$ cat src/rtl/ad_frame_avg.sv
// Frame averager behind the AD7606 capture FIFO: drains one CHANNELS-word frame at a time,
// sums 2^AVG_SHIFT frames per channel and streams out the floored per-channel averages.
module ad_frame_avg #(
  parameter int CHANNELS  = 8,
  parameter int AVG_SHIFT = 3,
  parameter int DATA_W    = 16,
  parameter int CNT_W     = 5
) (
  input  logic                 clk,
  input  logic                 reset,
  input  logic [CNT_W-1:0]     data_cnt,
  input  logic [DATA_W-1:0]    ad_data,
  output logic                 ad_rd,
  output logic [DATA_W-1:0]    avg_data,
  output logic [2:0]           avg_ch,
  output logic                 avg_valid,
  input  logic                 avg_ready,
  output logic                 avg_last,
  output logic [AVG_SHIFT-1:0] frame_idx
);

  localparam int IDX_W = (CHANNELS > 1) ? $clog2(CHANNELS) : 1;
  localparam int ACC_W = DATA_W + AVG_SHIFT;

  localparam logic [1:0] IDLE = 2'd0;
  localparam logic [1:0] READ = 2'd1;
  localparam logic [1:0] TAIL = 2'd2;
  localparam logic [1:0] OUT  = 2'd3;

  localparam logic [IDX_W-1:0]     LAST_IDX    = IDX_W'(CHANNELS - 1);
  localparam logic [AVG_SHIFT-1:0] LAST_FRAME  = '1;
  localparam logic [CNT_W-1:0]     FRAME_WORDS = CNT_W'(CHANNELS);

  logic [1:0]           state_reg;
  logic [IDX_W-1:0]     rd_idx_reg;
  logic [IDX_W-1:0]     out_idx_reg;
  logic [IDX_W-1:0]     cap_idx_reg;
  logic                 cap_valid_reg;
  logic [1:0]           guard_reg;
  logic [AVG_SHIFT-1:0] frame_idx_reg;

  logic [CHANNELS*ACC_W-1:0] acc_flat;
  logic signed [ACC_W-1:0]   sample_ext;
  logic signed [ACC_W-1:0]   acc_sel;
  logic signed [ACC_W-1:0]   acc_shift;
  logic                      acc_frac_unused;

  assign ad_rd = (state_reg == READ);

  always_ff @(posedge clk or posedge reset) begin
    if (reset) begin
      state_reg     <= IDLE;
      rd_idx_reg    <= '0;
      out_idx_reg   <= '0;
      guard_reg     <= '0;
      frame_idx_reg <= '0;
    end else begin
      case (state_reg)
        IDLE: begin
          // guard hides the few cycles rdusedw needs to reflect the last burst
          if (guard_reg != 2'd0) begin
            guard_reg <= guard_reg - 2'd1;
          end else if (data_cnt >= FRAME_WORDS) begin
            state_reg  <= READ;
            rd_idx_reg <= '0;
          end
        end
        READ: begin
          if (rd_idx_reg == LAST_IDX) state_reg <= TAIL;
          else                        rd_idx_reg <= rd_idx_reg + 1'b1;
        end
        TAIL: begin
          if (frame_idx_reg == LAST_FRAME) begin
            frame_idx_reg <= '0;
            out_idx_reg   <= '0;
            state_reg     <= OUT;
          end else begin
            frame_idx_reg <= frame_idx_reg + 1'b1;
            guard_reg     <= 2'd2;
            state_reg     <= IDLE;
          end
        end
        OUT: begin
          if (avg_ready) begin
            if (out_idx_reg == LAST_IDX) begin
              guard_reg <= 2'd2;
              state_reg <= IDLE;
            end else begin
              out_idx_reg <= out_idx_reg + 1'b1;
            end
          end
        end
        default: state_reg <= IDLE;
      endcase
    end
  end

  // Non-showahead FIFO: the word requested in one cycle appears on ad_data the next.
  always_ff @(posedge clk or posedge reset) begin
    if (reset) begin
      cap_valid_reg <= 1'b0;
      cap_idx_reg   <= '0;
    end else begin
      cap_valid_reg <= ad_rd;
      cap_idx_reg   <= rd_idx_reg;
    end
  end

  assign sample_ext = {{AVG_SHIFT{ad_data[DATA_W-1]}}, ad_data};

  generate
    for (genvar gi = 0; gi < CHANNELS; gi++) begin : g_acc
      logic signed [ACC_W-1:0] acc_reg;

      always_ff @(posedge clk or posedge reset) begin
        if (reset) begin
          acc_reg <= '0;
        end else if (cap_valid_reg && (cap_idx_reg == IDX_W'(gi))) begin
          // first frame of a block overwrites, so stale or aborted sums never leak in
          if (frame_idx_reg == '0) acc_reg <= sample_ext;
          else                     acc_reg <= acc_reg + sample_ext;
        end
      end

      assign acc_flat[gi*ACC_W +: ACC_W] = acc_reg;
    end
  endgenerate

  assign acc_sel         = acc_flat[out_idx_reg*ACC_W +: ACC_W];
  assign acc_shift       = acc_sel >>> AVG_SHIFT;
  assign acc_frac_unused = ^acc_shift[ACC_W-1:DATA_W];

  assign avg_data  = acc_shift[DATA_W-1:0];
  assign avg_ch    = 3'(out_idx_reg);
  assign avg_valid = (state_reg == OUT);
  assign avg_last  = avg_valid && (out_idx_reg == LAST_IDX);
  assign frame_idx = frame_idx_reg;

endmodule

$ cat config.mk
export PLATFORM = sky130hd
export DESIGN_NAME = ad_frame_avg
export DESIGN_NICKNAME = d
export VERILOG_FILES = /design/src/rtl/ad_frame_avg.sv
export SDC_FILE = /design/constraint.sdc
export NUM_CORES = 1
export LEC_CHECK = 0
export ABC_CLOCK_PERIOD_IN_PS = 8390
export CORE_UTILIZATION = 60
export DETAILED_ROUTE_END_ITERATION = 6
export GPL_ROUTABILITY_DRIVEN = 0
export HOLD_SLACK_MARGIN = 0.15
export PLACE_DENSITY = 0.8
export SLEW_MARGIN = 10
export SYNTH_ARGS = -nofsm -noshare
export SYNTH_HDL_FRONTEND = slang
export SYNTH_SLANG_ARGS = --single-unit
$ cat constraint.sdc
create_clock -name clk -period 8.39 [get_ports clk]
set_input_delay 2.517 -clock clk [delete_from_list [all_inputs] [get_ports clk]]
set_output_delay 2.517 -clock clk [all_outputs]
set_load 0.05 [all_outputs]
## Word level (Yosys, flattened, before mapping)

Cells that the tools add are included.

- $add $sub $neg: 12
- Multiply operators: 1
- $lt $le $gt $ge: 1
- Equal/unequal tests: 23
- Shift operators: 1
- Mux-type cells: 29
- Reductions and logical operators: 20

Operators by type and width:

| operator | count |
|---|---|
| $add 19x16->19 | 8 |
| $mux 19 | 8 |
| $shiftx 152x9->19 | 1 |
| $eq 3x3->1 const B | 7 |
| $mux 3 | 7 |
| $mux 2 | 10 |
| $ne 2x2->1 const B | 7 |
| $pmux 3 s2 | 2 |
| $reduce_and 5->1 | 2 |
| $add 3x1->3 const B | 3 |
| $logic_and 1x1->1 | 9 |
| $mul 3x5->8 const B | 1 |
| $pmux 2 s4 | 1 |
| $reduce_and 4->1 | 2 |
| $eq 3x2->1 const B | 2 |
| $logic_not 3->1 | 2 |
| $ne 2x1->1 const B | 3 |
| $pmux 2 s3 | 1 |
| $reduce_bool 2->1 | 3 |
| $ge 5x4->1 const B | 1 |
| $eq 2x2->1 const B | 2 |
| $eq 3x1->1 const B | 1 |
| $reduce_bool 3->1 | 1 |
| $eq 2x1->1 const B | 1 |
| other kinds (2) | 2 |

- Flip-flop bits (word level): 169
- Input port bits: 24
- Output and inout bits: 25
- Word-level logic and storage cells: 102

## Logic depth before layout (Yosys ltp)

- Word-level depth: 4
- Mapped depth: 12
- Depth with buffers taken out: 12

## Worst setup path before layout

Ideal clock, no wire load.

- Kind: reg2out
- From: register out_idx_reg[0], in the netlist avg_ch[0]
- To: output avg_data[0]
- Arrival: 2.502 ns
- Data required time: 5.873 ns
- Path slack: 3.371 ns
- Stages on the path, launching flop included: 5
- Path buffers: 2
- Path through: dfrtp_1 clkbuf_1 buf_1 mux4_2 mux2_2

- Cells in the longest elaborated chain, start to end: 2

Ends and longest elaborated chain:

| what | RTL line | RTL |
|---|---|---|
| start: declaration | 36 | `logic [IDX_W-1:0] out_idx_reg;` |
| start signal: assignment | 89 | `out_idx_reg <= out_idx_reg + 1'b1;` |
| $mul 3x5->8 | 129 | `assign acc_sel = acc_flat[out_idx_reg*ACC_W +: ACC_W];` |
| $shiftx 152x9->19 | 129 |  |
| end: declaration | 14 | `output logic [DATA_W-1:0] avg_data,` |

Every way passes these cells.

## Worst setup path after layout

- From: input ad_data[1]
- To: register g_acc[2].acc_reg[18]

- Cells in the longest elaborated chain, start to end: 2

Ends and longest elaborated chain:

| what | RTL line | RTL |
|---|---|---|
| start: declaration | 12 | `input logic [DATA_W-1:0] ad_data,` |
| $add 19x16->19 | 121 | `else acc_reg <= acc_reg + sample_ext;` |
| $mux 19 | 120 | `if (frame_idx_reg == '0) acc_reg <= sample_ext;` |
| end signal: assignment | 120 |  |
| end signal: assignment | 121 |  |
| end: declaration | 113 | `logic signed [ACC_W-1:0] acc_reg;` |

Every way passes these cells.
A chain may end at the register's enable or synchronous reset.

==> impl_metrics.csv <==
group,metric,value,unit
run_status,status,"complete, no violations",
placed_design,placed_cells,2016,
logic_synthesis,synth_area_per_cell,8.57,µm²
clocking,cts_made_buffers,17,
logic_synthesis,synthMuxAreaShare,0.0735,
logic_synthesis,yosysTopAreaCellShare,0.286,
layout,multiInputGateArea,10100,µm²
clocking,cts_setup_buffers,0,
clocking,cts_max_level,4,
detailed_routing,drtAntennaViolNets,0,
layout,num_antenna_cells,0,
power,pwr-share-clk,0.116,
detailed_routing,totalWireLength,39.3,mm
logic_synthesis,ys_top_cells_by_area,"dfrtp_1 (29%), ha_1 (13%), a21oi_1 (7.4%)",
sta,fin_crit_sh,0.715,
power,p_per_area,459,nW/µm²
power,swShare,0.482,
sta,tightestPinTransition,1130,ps
detailed_routing,routed_via_density,6.53,
clocking,cts_hold_buf,0,
detailed_routing,drt-initial-drc-count,1174,
logic_synthesis,syn_inst,1725,
logic_synthesis,synth_warnings,0,
logic_synthesis,synth_edf_count,0,
placed_design,post_dp_cell_area,15400,µm²
die,num_rows,57,
power,leakagePower,0.00714,µW
logic_synthesis,ys_ff_latch,169,
clocking,clock_latency,440,ps
sta,fin_crit,6000,ps
logic_synthesis,seq_area_frac_synth,0.286,
placed_design,port_buffers,45,
power,p_comb_frac,0.666,
die,die_h,159,µm
clocking,cts_resized,0,
logic_synthesis,syn_area,14800,µm²
setup_path,cp_max_fo,10,
detailed_routing,route.vias.total,13400,
logic_synthesis,ys_types,72,
power,netSwitchingPower,3540,µW
clocking,cts_tree,"built",
sta,slew_headroom,0.246,
grt,grt_pass1_wl,64.3,mm
sta,finalSetupTns,0,ps
clocking,root_buffer,"clkbuf_16",
sta,whs,440,ps
die,pin_count,49,
logic_synthesis,syn_nets,1909,
power,ir_drop,0.000233,V
power,sequentialPowerShare,0.219,
layout,num-nets-final,1895,
layout,fin_cells,2048,
setup_path,cp-end-kind,"register",
logic_synthesis,ys_async_sr_fraction,1.00,
layout,final_util,0.660,
setup_path,arrival,6380,ps
logic_synthesis,synth_compound_area_frac,0.262,
die,start_util,0.610,
grt,grt_usage,0.316,
logic_synthesis,yosys.area_share.simple,0.144,
detailed_routing,route.detailed.drc,0,
logic_synthesis,synth_xor_area_frac,0.0634,
sta,rsz0062_at_grt,"false",
sta,maxSlewViolCount,0,
sta,final_hold_viol_count,0,
die,dieArea,25300,µm²
layout,nFillCells,1945,
grt,grt_pass1_vias,12800,
layout,area_growth,8.33,%
logic_synthesis,synth_largest_area_cell,"dfrtp_1",
logic_synthesis,synth_commonest_cells,"a21oi_1 (218), nand2_1 (198), o21ai_0 (196)",
setup_path,cp.required,8780,ps
logic_synthesis,synth-main-ff-cell,"dfrtp_1",
detailed_routing,wl_per_cell,19.2,µm
grt,grt_max_degree,70,
min_path,holdCritPathClass,"register to register",
logic_synthesis,synthAdderAreaFrac,0.139,
detailed_routing,firstDrtPassIters,6,
die,core_region_area,24200,µm²
grt,antenna_found_initial,0,
die,die_w,159,µm
sta,fin_skew,11.1,ps
clocking,cts.path.max_buffers,2,
layout,fin_area,16000,µm²
placed_design,post-dp-hpwl,29.0,mm
grt,overflow,0,
power,p_int,3800,µW
layout,seq_area,4230,µm²
job,drv_cap,0,
clocking,clock_sink_count,169,
sta,clock.fmax,0.167,GHz
layout,drive_gt1_frac,0.0742,
layout,largest_register_ffs,152,
logic_synthesis,yosysMostFrequentCell,"a21oi_1",
setup_path,worstSetupPathType,"input port to register",
sta,setup_viol,0,
setup_path,worstSetupStartpointType,"input port",
clocking,clk_pin_slew,70,ps
logic_synthesis,synth_top_family_by_area,"compound AO/OA/AOI/OAI gates",
[path summary, 6_finish.rpt]
check	endpoint	depth (start not counted)	slack [ps]	start
min reg2reg	cap_idx_reg[2]$_DFF_PP0_	0	440	rd_idx_reg[2]$_DFFE_PP0P_
min in group asynchronous	g_acc[2].acc_reg[18]$_DFFE_PP0P_	2	2510	reset
min	cap_idx_reg[2]$_DFF_PP0_	0	440	rd_idx_reg[2]$_DFFE_PP0P_
max reg2reg	g_acc[2].acc_reg[18]$_DFFE_PP0P_	12	5320	g_acc[2].acc_reg[0]$_DFFE_PP0P_
max in group asynchronous	g_acc[1].acc_reg[13]$_DFFE_PP0P_	3	4530	reset
max	g_acc[2].acc_reg[18]$_DFFE_PP0P_	12	2390	ad_data[1]
[final cells by class]
class,instances,area share
tap,324,0.0253
clock inverter,14,0.0116
inverter,37,0.00899
sequential,169,0.264
multi-input combinational,1433,0.631
clock buffer,18,0.0274
timing repair buffer,53,0.0316
[layer usage]
layer / wire length, µm / part of all wire / vias up / GRT usage
li1: - / - / 6312 / -
met1: 17300 / 0.44 / 6454 / 0.438
met2: 18000 / 0.46 / 524 / 0.506
met3: 2660 / 0.068 / 86 / 0.0396
met4: 1280 / 0.033 / 0 / 0.122
met5: 0 / 0 / - / 0
[power groups by stage]
| stage | registers, µW | logic (µW) | clock network [µW] |
|---|---|---|---|
| 5_1_grt | 1650 | 5410 | 892 |
| 4_1_cts | 1590 | 4840 | 856 |
| 2_1_floorplan | 1480 | 3850 | 0 |
| 6_report | 1610 | 4890 | 851 |
| 3_5_place_dp | 1600 | 4790 | 0 |
| 3_3_place_gp | 1570 | 4630 | 0 |
[critical path, stage by stage]
cell             delay [ps]
clkdlybuf4s50_1         820
inv_1                   460
fa_1                    570
nor2b_1                 120
o21ai_0                 110
a21o_1                  260
a2111oi_0               610
o21ai_0                 290
a21boi_0                220
o21ai_0                 130
o21bai_1                180
nand3_1                  90
[per-stage QoR]
step	power (µW)	worst slack, ps
after floorplan	5330	1300
after global placement	6200	1970
after global routing	7950	2060
after detailed placement	6390	1920
after CTS	7280	2380
final	7350	2390
[layout by cell type, fill, tap and decap left out, types with 21 or more instances in the layout]
| cell | count |
|---|---|
| a21o_1 | 48 |
| a21oi_1 | 218 |
| nand3_1 | 24 |
| ha_1 | 152 |
| clkdlybuf4s50_1 | 44 |
| mux4_2 | 32 |
| nor3_1 | 21 |
| a31oi_1 | 22 |
| and2_1 | 22 |
| o21ai_0 | 196 |
| nand2_1 | 198 |
| nand2b_1 | 23 |
| nor2_1 | 94 |
| xor2_1 | 34 |
| xnor2_1 | 73 |
| inv_1 | 36 |
| dfrtp_1 | 168 |
[cells by family after synthesis]
family,count (synthesis)
multiplexers,66
adder cells (fa/ha/maj),160
buffers and inverters,123
flip-flops,169
AND/OR/NAND/NOR,462
AO/OA/AOI/OAI,638
XOR/XNOR,107
Power figures use the tool's default switching activity.
